`src/rtl/alu_arbiter_if.sv`:
```
// Purpose : bundles the two requester channels, the shared-ALU drive/return
//           path and the per-requester response channel of alu_arbiter.
// Latency : n/a (signal bundle only).
// Backpressure: n/a. Per requester: reqN_valid/reqN_ready for issue and
//           rspN_valid/rspN_ready for the result.
// Ports (slave = arbiter side, master = requesters + ALU side):
//   req0_*/req1_*  : valid, op1, op2, field in; ready out
//   alu_*          : op1, op2, field out; result in (combinational ALU)
//   rsp*_valid, rsp_result, busy out; rsp*_ready in
interface alu_arbiter_if;
    // requester 0
    logic        req0_valid;
    logic [31:0] req0_op1;
    logic [31:0] req0_op2;
    logic [3:0]  req0_field;
    logic        req0_ready;
    // requester 1
    logic        req1_valid;
    logic [31:0] req1_op1;
    logic [31:0] req1_op2;
    logic [3:0]  req1_field;
    logic        req1_ready;
    // shared ALU
    logic [31:0] alu_op1;
    logic [31:0] alu_op2;
    logic [3:0]  alu_field;
    logic [31:0] alu_result;
    // response channel
    logic        rsp0_valid;
    logic        rsp1_valid;
    logic [31:0] rsp_result;
    logic        rsp0_ready;
    logic        rsp1_ready;
    logic        busy;

    modport slave (
        input  req0_valid, req0_op1, req0_op2, req0_field,
        output req0_ready,
        input  req1_valid, req1_op1, req1_op2, req1_field,
        output req1_ready,
        output alu_op1, alu_op2, alu_field,
        input  alu_result,
        output rsp0_valid, rsp1_valid, rsp_result,
        input  rsp0_ready, rsp1_ready,
        output busy
    );

    modport master (
        output req0_valid, req0_op1, req0_op2, req0_field,
        input  req0_ready,
        output req1_valid, req1_op1, req1_op2, req1_field,
        input  req1_ready,
        input  alu_op1, alu_op2, alu_field,
        output alu_result,
        input  rsp0_valid, rsp1_valid, rsp_result,
        output rsp0_ready, rsp1_ready,
        input  busy
    );
endinterface

```
`src/rtl/alu_arbiter.sv`:
```
// Purpose : shares one combinational ALU between two requesters with
//           alternating priority and holds the result until it is consumed.
// Latency : 1 cycle from acceptance (reqN_ready) to rspN_valid.
// Backpressure: a held response (rspN_ready low) blocks all new grants.
// Ports:
//   clk, rst  : single clock, asynchronous active-high reset
//   bus       : alu_arbiter_if.slave (requests, ALU drive/return, responses)
// Parameter:
//   INIT_PRIO : requester that wins a tie after reset (0 or 1)
module alu_arbiter #(
    parameter logic INIT_PRIO = 1'b0
) (
    input  logic          clk,
    input  logic          rst,
    alu_arbiter_if.slave  bus
);

    typedef enum logic [1:0] {
        IDLE  = 2'd0,
        RESP0 = 2'd1,
        RESP1 = 2'd2
    } state_t;

    state_t      r_state;
    state_t      w_state_nxt;
    logic        r_prio;        // requester that wins when both are valid
    logic        w_prio_nxt;
    logic [31:0] r_rsp_result;
    logic        w_grant0;
    logic        w_grant1;

    // ------------------------------------------------------------------
    // Grant decision. Grants only happen in IDLE; a pending response holds
    // off every new request, which is what makes the issue interval two
    // cycles. Reset gates the grant so readies and alu_* read zero while
    // rst is high, regardless of what the requesters present.
    // ------------------------------------------------------------------
    always_comb begin
        w_grant0 = 1'b0;
        w_grant1 = 1'b0;
        if (!rst && (r_state == IDLE)) begin
            if (bus.req0_valid && (!bus.req1_valid || (r_prio == 1'b0))) begin
                w_grant0 = 1'b1;
            end else if (bus.req1_valid) begin
                w_grant1 = 1'b1;
            end
        end
    end

    // ------------------------------------------------------------------
    // Next-state and priority update
    // ------------------------------------------------------------------
    always_comb begin
        w_state_nxt = r_state;
        w_prio_nxt  = r_prio;
        case (r_state)
            IDLE: begin
                if (w_grant0) begin
                    w_state_nxt = RESP0;
                    w_prio_nxt  = 1'b1;
                end else if (w_grant1) begin
                    w_state_nxt = RESP1;
                    w_prio_nxt  = 1'b0;
                end
            end
            // Only the owner's ready retires the response; the other
            // requester's rsp ready is deliberately not looked at.
            RESP0: begin
                if (bus.rsp0_ready) begin
                    w_state_nxt = IDLE;
                end
            end
            RESP1: begin
                if (bus.rsp1_ready) begin
                    w_state_nxt = IDLE;
                end
            end
            default: begin
                w_state_nxt = IDLE;
            end
        endcase
    end

    // ------------------------------------------------------------------
    // Handshake and ALU drive. Operands are passed through untouched,
    // including undefined field codes; idle cycles drive zeros so the
    // ALU inputs do not toggle with unaccepted requests.
    // ------------------------------------------------------------------
    always_comb begin
        bus.req0_ready = w_grant0;
        bus.req1_ready = w_grant1;
        bus.alu_op1    = 32'd0;
        bus.alu_op2    = 32'd0;
        bus.alu_field  = 4'd0;
        if (w_grant0) begin
            bus.alu_op1   = bus.req0_op1;
            bus.alu_op2   = bus.req0_op2;
            bus.alu_field = bus.req0_field;
        end else if (w_grant1) begin
            bus.alu_op1   = bus.req1_op1;
            bus.alu_op2   = bus.req1_op2;
            bus.alu_field = bus.req1_field;
        end
    end

    // ------------------------------------------------------------------
    // State, priority and result registers
    // ------------------------------------------------------------------
    always_ff @(posedge clk or posedge rst) begin
        if (rst) begin
            r_state <= IDLE;
            r_prio  <= INIT_PRIO;
        end else begin
            r_state <= w_state_nxt;
            r_prio  <= w_prio_nxt;
        end
    end

    // The result is captured only on the granting edge, so it stays stable
    // for as long as the response is held.
    always_ff @(posedge clk or posedge rst) begin
        if (rst) begin
            r_rsp_result <= 32'd0;
        end else if (w_grant0 || w_grant1) begin
            r_rsp_result <= bus.alu_result;
        end
    end

    // Response flags decode straight from state, so an asynchronous reset
    // clears them the moment rst rises.
    assign bus.rsp0_valid = (r_state == RESP0);
    assign bus.rsp1_valid = (r_state == RESP1);
    assign bus.busy       = (r_state != IDLE);
    assign bus.rsp_result = r_rsp_result;

endmodule

```
`src/flat_wrapper.sv`:
```
// flat-port wrapper written by rule: the top's interface ports become plain ports
module alu_arbiter_flat 
#(
    parameter logic INIT_PRIO = 1'b0
)
  (clk, rst, bus_req0_valid, bus_req0_op1, bus_req0_op2, bus_req0_field, bus_req0_ready, bus_req1_valid, bus_req1_op1, bus_req1_op2, bus_req1_field, bus_req1_ready, bus_alu_op1, bus_alu_op2, bus_alu_field, bus_alu_result, bus_rsp0_valid, bus_rsp1_valid, bus_rsp_result, bus_rsp0_ready, bus_rsp1_ready, bus_busy);
  alu_arbiter_if bus_i ();
  input  logic clk;
  input  logic rst;
  input wire logic [$bits(bus_i.req0_valid)-1:0] bus_req0_valid;
  input wire logic [$bits(bus_i.req0_op1)-1:0] bus_req0_op1;
  input wire logic [$bits(bus_i.req0_op2)-1:0] bus_req0_op2;
  input wire logic [$bits(bus_i.req0_field)-1:0] bus_req0_field;
  output wire logic [$bits(bus_i.req0_ready)-1:0] bus_req0_ready;
  input wire logic [$bits(bus_i.req1_valid)-1:0] bus_req1_valid;
  input wire logic [$bits(bus_i.req1_op1)-1:0] bus_req1_op1;
  input wire logic [$bits(bus_i.req1_op2)-1:0] bus_req1_op2;
  input wire logic [$bits(bus_i.req1_field)-1:0] bus_req1_field;
  output wire logic [$bits(bus_i.req1_ready)-1:0] bus_req1_ready;
  output wire logic [$bits(bus_i.alu_op1)-1:0] bus_alu_op1;
  output wire logic [$bits(bus_i.alu_op2)-1:0] bus_alu_op2;
  output wire logic [$bits(bus_i.alu_field)-1:0] bus_alu_field;
  input wire logic [$bits(bus_i.alu_result)-1:0] bus_alu_result;
  output wire logic [$bits(bus_i.rsp0_valid)-1:0] bus_rsp0_valid;
  output wire logic [$bits(bus_i.rsp1_valid)-1:0] bus_rsp1_valid;
  output wire logic [$bits(bus_i.rsp_result)-1:0] bus_rsp_result;
  input wire logic [$bits(bus_i.rsp0_ready)-1:0] bus_rsp0_ready;
  input wire logic [$bits(bus_i.rsp1_ready)-1:0] bus_rsp1_ready;
  output wire logic [$bits(bus_i.busy)-1:0] bus_busy;
  assign bus_i.req0_valid = bus_req0_valid;
  assign bus_i.req0_op1 = bus_req0_op1;
  assign bus_i.req0_op2 = bus_req0_op2;
  assign bus_i.req0_field = bus_req0_field;
  assign bus_req0_ready = bus_i.req0_ready;
  assign bus_i.req1_valid = bus_req1_valid;
  assign bus_i.req1_op1 = bus_req1_op1;
  assign bus_i.req1_op2 = bus_req1_op2;
  assign bus_i.req1_field = bus_req1_field;
  assign bus_req1_ready = bus_i.req1_ready;
  assign bus_alu_op1 = bus_i.alu_op1;
  assign bus_alu_op2 = bus_i.alu_op2;
  assign bus_alu_field = bus_i.alu_field;
  assign bus_i.alu_result = bus_alu_result;
  assign bus_rsp0_valid = bus_i.rsp0_valid;
  assign bus_rsp1_valid = bus_i.rsp1_valid;
  assign bus_rsp_result = bus_i.rsp_result;
  assign bus_i.rsp0_ready = bus_rsp0_ready;
  assign bus_i.rsp1_ready = bus_rsp1_ready;
  assign bus_busy = bus_i.busy;
  alu_arbiter #(.INIT_PRIO(INIT_PRIO)) u_core (.clk(clk), .rst(rst), .bus(bus_i));
endmodule
```
`config.mk`:
```
export PLATFORM = sky130hd
export DESIGN_NAME = alu_arbiter_flat
export DESIGN_NICKNAME = d
export VERILOG_FILES = /design/src/rtl/alu_arbiter_if.sv /design/src/rtl/alu_arbiter.sv /design/src/flat_wrapper.sv
export SDC_FILE = /design/constraint.sdc
export NUM_CORES = 1
export LEC_CHECK = 0
export BUFFER_PORTS_ARGS = -buffer_cell sky130_fd_sc_hd__buf_2
export CAP_MARGIN = 20
export CORE_AREA = 2 2 110 112
export CTS_CLUSTER_DIAMETER = 200
export CTS_CLUSTER_SIZE = 25
export DETAILED_ROUTE_END_ITERATION = 16
export DIE_AREA = 0 0 112 114
export GPL_TIMING_DRIVEN = 0
export PLACE_DENSITY = 0.55
export RECOVER_POWER = 50
export SYNTH_ARGS = -nofsm -noshare
export SYNTH_HDL_FRONTEND = slang
export SYNTH_SLANG_ARGS = --single-unit
export TNS_END_PERCENT = 30
```
`constraint.sdc`:
```
create_clock -name clk -period 2.2 [get_ports clk]
set_input_delay 0.55 -clock clk [delete_from_list [all_inputs] [get_ports clk]]
set_output_delay 0.55 -clock clk [all_outputs]
set_load 0.1 [all_outputs]
```
Yosys cells after proc, flatten, opt, wreduce, memory -nomap -nowiden
Index checks and enable logic that the tools add are counted.
{ "word_totals": {"wordCells": 38, "output_inout_bits": 105, "in_bits": 174, "ff_bits": 35} }
{ "op_classes": {"eq_ne": 5, "n_reduce_logical": 11, "n_mux": 18, "n_bitwise": 1} }
{ "op_table": {"columns": ["op", "n"], "rows": [
  ["$mux 32", 4],
  ["$mux 2", 4],
  ["$mux 4", 2],
  ["$mux 1", 7],
  ["$pmux 2 s3", 1],
  ["$ne 2x1->1 const B", 2],
  ["$reduce_bool 2->1", 2],
  ["$ne 3x1->1 const B", 1],
  ["$reduce_and 3->1", 1],
  ["$eq 2x1->1 const B", 1],
  ["$eq 2x2->1 const B", 1],
  ["$logic_and 1x1->1", 2],
  ["$logic_not 1->1", 2],
  ["$logic_not 2->1", 1],
  ["$logic_or 1x1->1", 2],
  ["$reduce_and 2->1", 1],
  ["$not 1->1", 1]
]} }

Logic depth before layout (Yosys ltp)
{ "logic_depth": {"word_depth": 8, "ltp_mapped": 6, "mapped_depth_nobuf": 3} }

Least setup slack after synthesis
Ideal clock, no wire load.
{ "synth_timing": {"kind": "register to output", "from": "reg u_core.r_state[1]", "to": "out bus_alu_field[0]", "stages_incl_launch_ff": 6, "required_ns": 1.650, "path_buffers": 2, "setup_slack_ns": -0.873, "t_arrival_ns": 2.523, "cell_sequence": "dfrtp_1 -> or2_1 -> buf_6 -> nor3_2 -> buf_2 -> a22o_1"} }
{ "synth_via": {"elab_chain_len": 5, "word_cells_on_any_way": 6, "cone_classes": "mux (4); reduce/logical (2)"} }
{ "synth_rtl": {"columns": ["element", "line", "source"], "rows": [
  ["start: declaration", "alu_arbiter.sv:24", "state_t r_state;"],
  ["start signal: assignment", "alu_arbiter.sv:114", "r_state <= w_state_nxt;"],
  ["$logic_not 2->1", "alu_arbiter.sv:41", "if (!rst && (r_state == IDLE)) begin"],
  ["$logic_and 1x1->1", "alu_arbiter.sv:41", null],
  ["$mux 1", "alu_arbiter.sv:41", null],
  ["named net bus_req1_ready", "flat_wrapper.sv:19", "output wire logic [$bits(bus_i.req1_ready)-1:0] bus_req1_ready;"],
  ["$mux 4", "alu_arbiter.sv:99", "end else if (w_grant1) begin"],
  ["$mux 4", "alu_arbiter.sv:95", "if (w_grant0) begin"],
  ["end: declaration", "flat_wrapper.sv:22", "output wire logic [$bits(bus_i.alu_field)-1:0] bus_alu_field;"]
]} }
The timed path passes the listed nets, and every way through them passes these cells.

Worst setup path in the final report
{ "layout_timing": {"from": "in rst", "to": "out bus_alu_op2[22]"} }
{ "layout_via": {"elab_chain_len": 5, "word_cells_on_any_way": 6, "cone_classes": "mux (4); reduce/logical (2)"} }
{ "layout_rtl": {"columns": ["element", "line", "source"], "rows": [
  ["start: declaration", "flat_wrapper.sv:9", "input logic rst;"],
  ["$logic_not 1->1 (no line) *", null, null],
  ["$logic_and 1x1->1 *", "alu_arbiter.sv:41", null],
  ["$mux 1", "alu_arbiter.sv:41", null],
  ["$mux 32", "alu_arbiter.sv:99", null],
  ["$mux 32 *", "alu_arbiter.sv:95", null],
  ["end: declaration", "flat_wrapper.sv:21", "output wire logic [$bits(bus_i.alu_op2)-1:0] bus_alu_op2;"]
]} }
Every way passes the cells marked *; elsewhere a longest branch is shown, timed or not.

==> summary.txt <==
CTS
  • Clk sink count: 35
  • CTS tree: yes
  • Max Buffers Root-to-Sink: 2
  • Clk root buf: clkbuf_16
  • Clock Pin Slew Worst Setup and Hold Paths: 0.06 ns
  • Cts hold-fix bufs: 0
  • H-tree levels: 2
  • Num CTS Buffers: 5
  • Worst skew pair latency: 0.28 ns

Detailed routing
  • Routed vias: 2,736
  • DR vias/cell: ~4.4
  • Wire length per cell: 17.5 um
  • Routed WL: 10,800 um
  • Routed Antenna Nets: 0
  • # DRC: 0
  • 1st-iter DRT viols: 130
  • Total iterations of the first detailed-routing run: 4

Run status
  • Violated checks: negative setup slack
  • Status: finished, violations left

Floorplan
  • Starting density of the core: 18.0%
  • Io pins: 279
  • Site Rows: 40
  • Chip Height: 114 um
  • Die width: 112 um
  • Die area: 12,800 sq um
  • Core area: 11,700 sq um

Timing
  • Worst slew pin tran: 1.04 ns
  • RSZ-0062 raised after global routing: yes
  • Setup violators final: 70
  • Hold Fails Final Rpt: 0
  • Setup slack after layout: -0.329 ns
  • Tcrit/Tclk final: 115%
  • Post-Route Skew: approximately 0.0062 ns
  • Max_slew headroom: 30.6%
  • Fin crit period: about 2.5 ns
  • Max-slew violations: 0
  • Fmax: approximately 400 MHz

Worst setup path
  • R2r worst-path depth: 6
  • Crit Path Category: input port to output pin
  • Worst Setup End Kind: output pin
  • RR Endpoint: u_core.bus.rsp_result[10]
  • Crit. Startpoint: rst
  • Crit Reg-Reg Startpoint: u_core.r_state[0]
  • CP Launch Type: input port
  • Crit-path max FO: 10
  • Critical path data arrival time: 1.98 ns
  • R2R Setup Slk: 0.21 ns
  • CP required: 1.65 ns
  • CP Capture Point: bus_alu_op2[22]

Placed design
  • Post-DP HPWL: 7840 um
  • PortBufs: 278
  • Global placement routability congestion: 0.709
  • DP Area: between 3000 and 4000 sq um
  • Placed cells: between 500 and 600

Layout
  • Layout Cells excl Fill: 619
  • Layout Utilization: between 40% and 50%
  • Layout cell share with drive strength beyond 1: 83.4%
  • Final Instance Area: 5390 sq um
  • Synth-to-Final Area Change: 155%
  • Final #Nets: between 600 and 700

Synthesis
  • Synth Area per Inst: 12.4 sq um
  • Synth Register Bits: 35
  • Most frequent cells after synthesis: a22o_1 (68), dfrtp_1 (35), mux2_2 (31), buf_6 (8)
  • Syn. warnings: 0
  • Syn_nets: about 350
  • Most instantiated library cell after synthesis: a22o_1
  • Top post-synthesis cells by area: dfrtp_1 (41%), a22o_1 (28%), mux2_2 (17%)
  • Fraction of registers with async set/reset: between 90% and 100%
  • Synth top area share: 41.4%
  • EDFF count, synth: 0
  • Mapped cell area: 2110 sq um
  • Primary FF master, synth: dfrtp_1
  • Seq/Total Area, Yosys: 41.4%
  • Cells after synthesis: approximately 170
  • Synth area leader: dfrtp_1
  • Distinct cells, synth: 19

Global routing
  • GRT Resource Usage Total: 15.3%
  • First-pass GRT wire length: approximately 15,000 um
  • Grt ovf: 0
  • Largest net degree at the start of global routing: 24
  • Vias in the first global route: 2,813
  • Initial antenna violation count: 3
  • Met2 track demand over resource: 27.0%
  • Met3 Track Usage GR: 3.83%
  • Grt met1 use: 18.5%
  • Busiest layer in global routing: met2

Pwr
  • Power density over the cells: 1430 nW/um^2
  • Leakage: roughly 2.7 nW
  • Power Total: 7.69 mW
  • Max VDD drop: 1030 uV

Job
  • Max Cap Viol: 0

Min path
  • Worst min-delay path category: input port to async pin
## logic make-up after synthesis
group                  share of synthesized area [%]
muxes                                           17.1
AOI/OAI and AO/OA                               30.4
and+or+nand+nor                                 3.55
buffers and inverters                           7.52
DFF                                             41.4
## state kept, by name, indices dropped and copies added (netlist names)
signal / count
u_core.r_state: 2
u_core.r_prio: 1
u_core.bus.rsp_result: 32
## cells in the final DEF (no fill, tap or decap)
master / n
buf_2: 192
buf_12: 72
dfrtp_1: 35
a22o_4: 32
mux2_2: 31
a22o_1: 25
clkbuf_2: 15
buf_4: 11
a22o_2: 11
buf_6: 9
clkbuf_16: 5
buf_8: 4
diode_2: 3
nand2b_1: 3
nor2b_1: 3
inv_1: 3
clkbuf_4: 3
or2_1: 1
nor2_1: 1
nor3_2: 1
nor3_4: 1
a2111oi_4: 1
and2b_1: 1
o21ai_0: 1
o31ai_1: 1
a21o_1: 1
mux2_1: 1
bufinv_16: 1
clkinvlp_4: 1
inv_6: 1
clkbuf_1: 1
dlymetal6s4s_1: 1
## area by class of cell
class                      count  area [sq um]
timing repair buffer         290          2550
buffer                        18           209
antenna                        3          7.51
fill                        1067          6320
clock inverter                 3          46.3
multi-input combinational    115          1380
inverter                       3          11.3
tap                          147           184
clock buffer                   5           125
sequential                    35           876
## metrics by stage
| step | TNS [ns] | hold slack [ns] | worst slack [ns] |
|---|---|---|---|
| after floorplan | -38.96 | 0.433 | -0.623 |
| after global placement | -51.44 | 0.466 | -0.861 |
| after detailed placement | -50.97 | 0.472 | -0.852 |
| after CTS | -24.99 | 0.398 | -0.389 |
| after global routing | -26.68 | 0.428 | -0.428 |
| final | -19.61 | 0.375 | -0.329 |
## critical path, cell delays in order
cell,delay (ns)
clkbuf_1,0.14
nand2b_1,0.24
nor3_4,0.24
buf_12,0.15
buf_8,0.13
buf_12,0.14
a22o_1,0.19
buf_12,0.18
## repair_timing
item / CTS / global route
pin swaps: 10 / 8
gates resized for setup: 306 / 30
setup buffers: 7 / 3
cloned: 1 / 0
setup endpoints to repair: 70 / 70
## routing by layer
layer  vias to the layer above  wire length (um)
met5                         -                 0
met3                        12               778
met4                         0               111
met2                       151              5780
li1                       1275                 -
met1                      1298              4140
## worst min-delay path by stage
stage	from	endpoint	slack (ns)	depth (start not counted)
floorplan	u_core.r_state[0]	u_core.r_state[1]	0.43	1
global placement	u_core.bus.rsp_result[1]	u_core.bus.rsp_result[1]	0.47	1
detailed placement	u_core.r_state[0]	u_core.r_state[1]	0.47	1
CTS	rst	u_core.bus.rsp_result[9]	0.40	2
global route	rst	u_core.bus.rsp_result[20]	0.43	2
finish	rst	u_core.bus.rsp_result[9]	0.38	2
## report_power, final
group	internal, mW	total [mW]	switching, mW
Combinational	1.65	5.84	4.19
Sequential	0.908	1.04	0.136
Clock	0.538	0.805	0.267
(Power assumes the default switching activity.)
